[config.mk]
export PLATFORM = sky130hd
export DESIGN_NAME = vm_input_conditioner
export DESIGN_NICKNAME = d
export VERILOG_FILES = /design/src/rtl/vm_pkg.sv /design/src/rtl/vm_debounce_ch.sv /design/src/rtl/vm_input_conditioner.sv
export SDC_FILE = /design/constraint.sdc
export NUM_CORES = 1
export LEC_CHECK = 0
export CAP_MARGIN = 0
export CORE_MARGIN = 2
export CORE_UTILIZATION = 40
export DETAILED_ROUTE_END_ITERATION = 8
export HOLD_SLACK_MARGIN = 0.06
export SLEW_MARGIN = 20
export SYNTH_ARGS = -nofsm -noshare
export SYNTH_HDL_FRONTEND = slang
export SYNTH_HIERARCHICAL = 1
export SYNTH_SLANG_ARGS = --single-unit
[constraint.sdc]
create_clock -name clk -period 2.14 [get_ports clk]
set_input_delay 0.428 -clock clk [delete_from_list [all_inputs] [get_ports clk]]
set_output_delay 0.428 -clock clk [all_outputs]
set_load 0.1 [all_outputs]
[src/rtl/vm_pkg.sv]
// ============================================================================
// Module   : vm_pkg
// Purpose  : Channel indices and timing defaults for the vending-machine front end.
// Revision : 1.0
// ============================================================================
`default_nettype none

package vm_pkg;

  localparam int CH_COIN   = 0;
  localparam int CH_ACCEPT = 1;
  localparam int CH_BTNC   = 2;
  localparam int CH_BTND   = 3;

  localparam int N_CH_DEFAULT         = 4;
  localparam int DB_CYCLES_DEFAULT    = 16;
  localparam int STUCK_CYCLES_DEFAULT = 4096;

endpackage

`default_nettype wire

[src/rtl/vm_debounce_ch.sv]
// ============================================================================
// Module   : vm_debounce_ch
// Purpose  : One input channel: 2-FF sync, counter debounce, rise pulse, stuck flag.
// Revision : 1.0
// ============================================================================
`default_nettype none

module vm_debounce_ch
  import vm_pkg::*;
#(
  parameter int DB_CYCLES    = DB_CYCLES_DEFAULT,
  parameter int STUCK_CYCLES = STUCK_CYCLES_DEFAULT
) (
  input  logic clk,
  input  logic rst,
  input  logic ena,
  input  logic raw,
  output logic level,
  output logic pulse,
  output logic stuck
);

  localparam int c_DB_W   = $clog2(DB_CYCLES);
  localparam int c_HOLD_W = $clog2(STUCK_CYCLES + 1);

  localparam logic [c_DB_W-1:0]   c_DB_LAST  = c_DB_W'(DB_CYCLES - 1);
  localparam logic [c_HOLD_W-1:0] c_HOLD_MAX = c_HOLD_W'(STUCK_CYCLES);

  logic                r_s1;
  logic                r_s2;
  logic [c_DB_W-1:0]   r_db_cnt;
  logic [c_HOLD_W-1:0] r_hold_cnt;
  logic                r_level;
  logic                r_pulse;
  logic                r_stuck;

  logic                w_differ;
  logic                w_flip;
  logic                w_fall;
  logic [c_HOLD_W-1:0] w_hold_inc;

  assign w_differ   = (r_s2 != r_level);
  assign w_flip     = w_differ && (r_db_cnt == c_DB_LAST);
  assign w_fall     = w_flip && !r_s2;
  assign w_hold_inc = r_hold_cnt + c_HOLD_W'(1);

  // Synchroniser keeps running while ena is low so no metastable sample is consumed later.
  always_ff @(posedge clk) begin
    if (rst) begin
      r_s1 <= 1'b0;
      r_s2 <= 1'b0;
    end else begin
      r_s1 <= raw;
      r_s2 <= r_s1;
    end
  end

  always_ff @(posedge clk) begin
    if (rst) begin
      r_db_cnt   <= '0;
      r_hold_cnt <= '0;
      r_level    <= 1'b0;
      r_pulse    <= 1'b0;
      r_stuck    <= 1'b0;
    end else if (!ena) begin
      r_pulse <= 1'b0;
    end else begin
      r_pulse <= w_flip && r_s2;

      if (!w_differ) begin
        r_db_cnt <= '0;
      end else if (w_flip) begin
        r_level  <= r_s2;
        r_db_cnt <= '0;
      end else begin
        r_db_cnt <= r_db_cnt + c_DB_W'(1);
      end

      // Clearing on the falling flip lets stuck drop on the same edge as level.
      if (!r_level || w_fall) begin
        r_hold_cnt <= '0;
        r_stuck    <= 1'b0;
      end else if (r_hold_cnt != c_HOLD_MAX) begin
        r_hold_cnt <= w_hold_inc;
        if (w_hold_inc == c_HOLD_MAX) begin
          r_stuck <= 1'b1;
        end
      end
    end
  end

  assign level = r_level;
  assign pulse = r_pulse;
  assign stuck = r_stuck;

endmodule

`default_nettype wire

[src/rtl/vm_input_conditioner.sv]
// ============================================================================
// Module   : vm_input_conditioner
// Purpose  : Conditions raw coin/accept/button pads into clean levels and one-shot events.
// Revision : 1.0
// ============================================================================
`default_nettype none

module vm_input_conditioner
  import vm_pkg::*;
#(
  parameter int N_CH         = N_CH_DEFAULT,
  parameter int DB_CYCLES    = DB_CYCLES_DEFAULT,
  parameter int STUCK_CYCLES = STUCK_CYCLES_DEFAULT
) (
  input  logic            clk,
  input  logic            rst,
  input  logic            ena,
  input  logic [N_CH-1:0] btn_raw,
  output logic [N_CH-1:0] btn_level,
  output logic [N_CH-1:0] btn_pulse,
  output logic [N_CH-1:0] stuck
);

  for (genvar g = 0; g < N_CH; g++) begin : g_ch
    vm_debounce_ch #(
      .DB_CYCLES    (DB_CYCLES),
      .STUCK_CYCLES (STUCK_CYCLES)
    ) u_ch (
      .clk   (clk),
      .rst   (rst),
      .ena   (ena),
      .raw   (btn_raw[g]),
      .level (btn_level[g]),
      .pulse (btn_pulse[g]),
      .stuck (stuck[g])
    );
  end

endmodule

`default_nettype wire

==> summary.md, run 1 <==
The run finished with clean final reports. The final critical-path required period works out to 1.962 ns. The tightest min-delay check is of the reg -> reg type. After synthesis, the most frequently instantiated cells are dfxtp_1, nor2_1, nand2_1.

The share of post-route cells with drive strength above 1 was 13.04%; the leakage power of the design was 2.273 nW. Of all nets on the critical path, the largest fanout is 11. The top cell type by area accounts for 32.68% of the synthesized area. In the finished design, the share of the clock period the worst path needs comes to 91.69%.

The logs give 0 for the hold violation total from the final report and 0 for the total overflow reported by the global router. The count of flip-flops with a built-in enable after synthesis works out to 0. The synthesized area per cell works out to 8.118 µm².

Internal power comes to 0.002556 W. The number of inserted diodes came out at 0. The distinct cell type count of the synthesized netlist is 43.

Clock tree synthesis found a total of 88 sinks. For this block, the routed nets add up to 12330 µm of wire. The Yosys step of the flow raised 6 warnings. The net switching power was 0.0007196 W. The path type of the worst setup path was reg -> reg. Cells fill 46.11% of the core in the end. Before antenna repair, the detailed router went through 5 iterations. The die is 120.1 µm wide. The synthesized netlist occupies a cell area of 5390 µm².

The tools report the number of standard-cell rows in the floorplan as 42. In the post-synthesis netlist, the biggest area contributors are dfxtp_1, nor2_1, and3_1. The detailed router placed 4960 vias in this run.

The number of standard cells after synthesis is 664, and the antenna violation net count after detailed routing is 0. At the end of the flow, the number of nets in the layout was 709. In the synthesized netlist the dominant register cell turns out to be dfxtp_1.

The number of pins exceeding their max-slew limit in the final report was 0. The worst-case clock buffer depth came out at 2. The run gives 0.3483 mV as the worst supply voltage drop on vdd.

The worst setup path is captured at a flip-flop. Clock tree synthesis inserted a total of 9 buffers. The congestion estimate from routability-driven global placement came to 0.9166. The clock network accounts for 44.9% of the total power. Setup total negative slack on the finished layout was measured at 0 ns. Net switching is 21.97% of the power.

For this configuration, the core starts out at a cell density of 40.87%. The pin slew with the least headroom to its limit was 0.5651 ns. The clock reaches the later pin of the worst-skew pair after 0.34 ns. The run gives 62.33% as the worst slew margin relative to its limit. The area added between synthesis and finish is 12.84%, and the combined area of the multi-input logic cells is 3287 µm². After the first detailed-routing iteration, the DRC count stood at 388. Setup violations remaining at the end of the flow were counted as 0.

For the initial antenna violation count, the log shows 0. Cell at the root of the clock tree: clkbuf_16. Clock-pin slew was measured on the worst setup and hold paths at 0.06 ns.

In this run the vertical extent of the chip is 120.1 µm. The first global-routing pass estimated 21160 µm of wire. TritonCTS built the clock tree.

For the data required time of the critical path, the log shows 2.37 ns. In this run the count of I/O pins placed on the die edge is 19. For the final HPWL from detailed placement, the log shows 8775 µm. The total power divided by cell area is 538.6 nW/µm², and the pre-CTS setup slack is 0.03326 ns. The achievable clock frequency is 509.6 MHz.

The die covers 14420 µm². The detailed-route vias per instance came out at 5.727. Between clock sinks in the finished design, the worst skew comes to 0.005828 ns.

The count of buffers added on input and output ports is 18. Entering global routing, the biggest net connects 24 pins. The critical path data arrival time came out at 2.19 ns. STA classifies the critical path startpoint as a flip-flop. The layout has 1278 filler cells. In the post-synthesis netlist, the cell with the most instances is dfxtp_1.

The combinational fraction of design power was 4.5%. The share of total power dissipated in sequential elements is 50.5%. The via count of the first global-routing pass was 4575; the floorplan core area was 13190 µm². The proportion of synthesized flip-flops having asynchronous set or reset works out to 0%.

The per-cell routed wire length was 14.24 µm; the number of nets produced by synthesis was 687. The tools report the buffers inserted during post-CTS setup optimization as 0. Area taken by flip-flops and latches: 1767 µm². Sequential area share after synthesis: 32.68%.

Of all cell types, the one taking the most synthesized area is dfxtp_1. Setup repair after global routing left no endpoint under its margin. After detailed routing, the number of remaining DRC violations is 0. The global-route usage over all layers is 17.75%. The H-tree was split into 3 levels. The tool flagged a number of max-cap violations equal to 0. The flip-flop and latch count after synthesis is 88, and the setup slack of the critical path after layout is 0.1778 ns.

Hold is met by 0.4393 ns.
logic make-up after synthesis:
group	count (synthesis)	synth area share, %
flops	88	32.68
compound gates	140	18.76
xor+xnor	28	4.550
buf+inv	72	6.407
fa+ha+maj	16	3.714
mux	8	1.578
simple gates	312	32.31
state kept, by name, summed over array words and instances (netlist names):
name                  flops
g_ch.u_ch/pulse           4
g_ch.u_ch/r_s2            4
g_ch.u_ch/r_db_cnt       16
g_ch.u_ch/level           4
g_ch.u_ch/r_hold_cnt     52
g_ch.u_ch/stuck           4
g_ch.u_ch/r_s1            4
critical path, cell delays in order, from the launching register on:
cell,delay [ns]
dfxtp_1,0.36
inv_1,0.10
ha_1,0.18
nor2b_1,0.18
and4_1,0.37
nor4_2,0.06
buf_4,0.19
and3_1,0.17
a221o_1,0.26
metal layers:
metal | vias to the layer above | share of wire, % | track usage [%] | routed length (µm)
li1 | 2475 | - | - | -
met1 | 2366 | 48 | 23.45 | 5865
met2 | 104 | 48 | 28.84 | 5879
met3 | 15 | 3.2 | 2.376 | 390
met4 | 0 | 1.6 | 7.868 | 194
met5 | - | 0 | 0 | 0
power by group through the flow:
stage                logic, W  registers, W  clock network, W
global placement     0.000147       0.00169                 0
finish               0.000149       0.00166           0.00147
CTS                  0.000150       0.00165           0.00152
global route         0.000165       0.00166           0.00158
detailed placement   0.000150       0.00169                 0
floorplan           0.0000862       0.00169                 0
final timing paths:
kind | from | end | slack, ns | cells after the start
max | g_ch[0].u_ch/r_hold_cnt[0] | g_ch[0].u_ch/r_hold_cnt[10] | 0.18 | 8
min | g_ch[3].u_ch/r_s1 | g_ch[3].u_ch/r_s2 | 0.44 | 1
max reg2reg | g_ch[0].u_ch/r_hold_cnt[0] | g_ch[0].u_ch/r_hold_cnt[10] | 0.18 | 8
min reg2reg | g_ch[3].u_ch/r_s1 | g_ch[3].u_ch/r_s2 | 0.44 | 1
area by class of cell:
class	count	share of cell area [%]
well taps	176	3.621
repair buffers	55	7.159
inverters	28	1.728
clock buffers	15	4.402
multi-input cells	504	54.04
flip-flops and latches	88	29.05
what timing repair did:
action / CTS / global route
hold buffers: 0 / 0
gates resized for setup: 0 / 1
hold endpoints to repair: 0 / 0
endpoints found under the setup margin: 0 / 1
per-stage QoR:
stage	std cells	total power, W	cell area, µm²
2_1_floorplan	664	0.001777	5395
3_3_place_gp	851	0.001839	5811
3_5_place_dp	851	0.001842	5811
4_1_cts	866	0.003330	6078
5_1_grt	866	0.003397	6082
6_report	866	0.003276	6082
placed cells by master (no fill, tap or decap), types with 24 or more instances in the layout:
cell and instances:
inv_1 28, dfxtp_1 84, nor3_1 32, buf_4 48, nand3_1 28, nor2_1 64, and3_1 36, nor3b_1 24
a21oi_1 28, nand2_1 48
Power figures use the tool's default switching activity.
==> inputs of run 2 (changes only) <==
--- a/config.mk
+++ b/config.mk
@@ -9,7 +9,7 @@
 export CORE_MARGIN = 2
 export CORE_UTILIZATION = 40
 export DETAILED_ROUTE_END_ITERATION = 8
-export HOLD_SLACK_MARGIN = 0.06
+export HOLD_SLACK_MARGIN = 0.12
 export SLEW_MARGIN = 20
 export SYNTH_ARGS = -nofsm -noshare
 export SYNTH_HDL_FRONTEND = slang
==> results of run 2 <==
Final layout, timing and power as in run 1 (identical DEF).
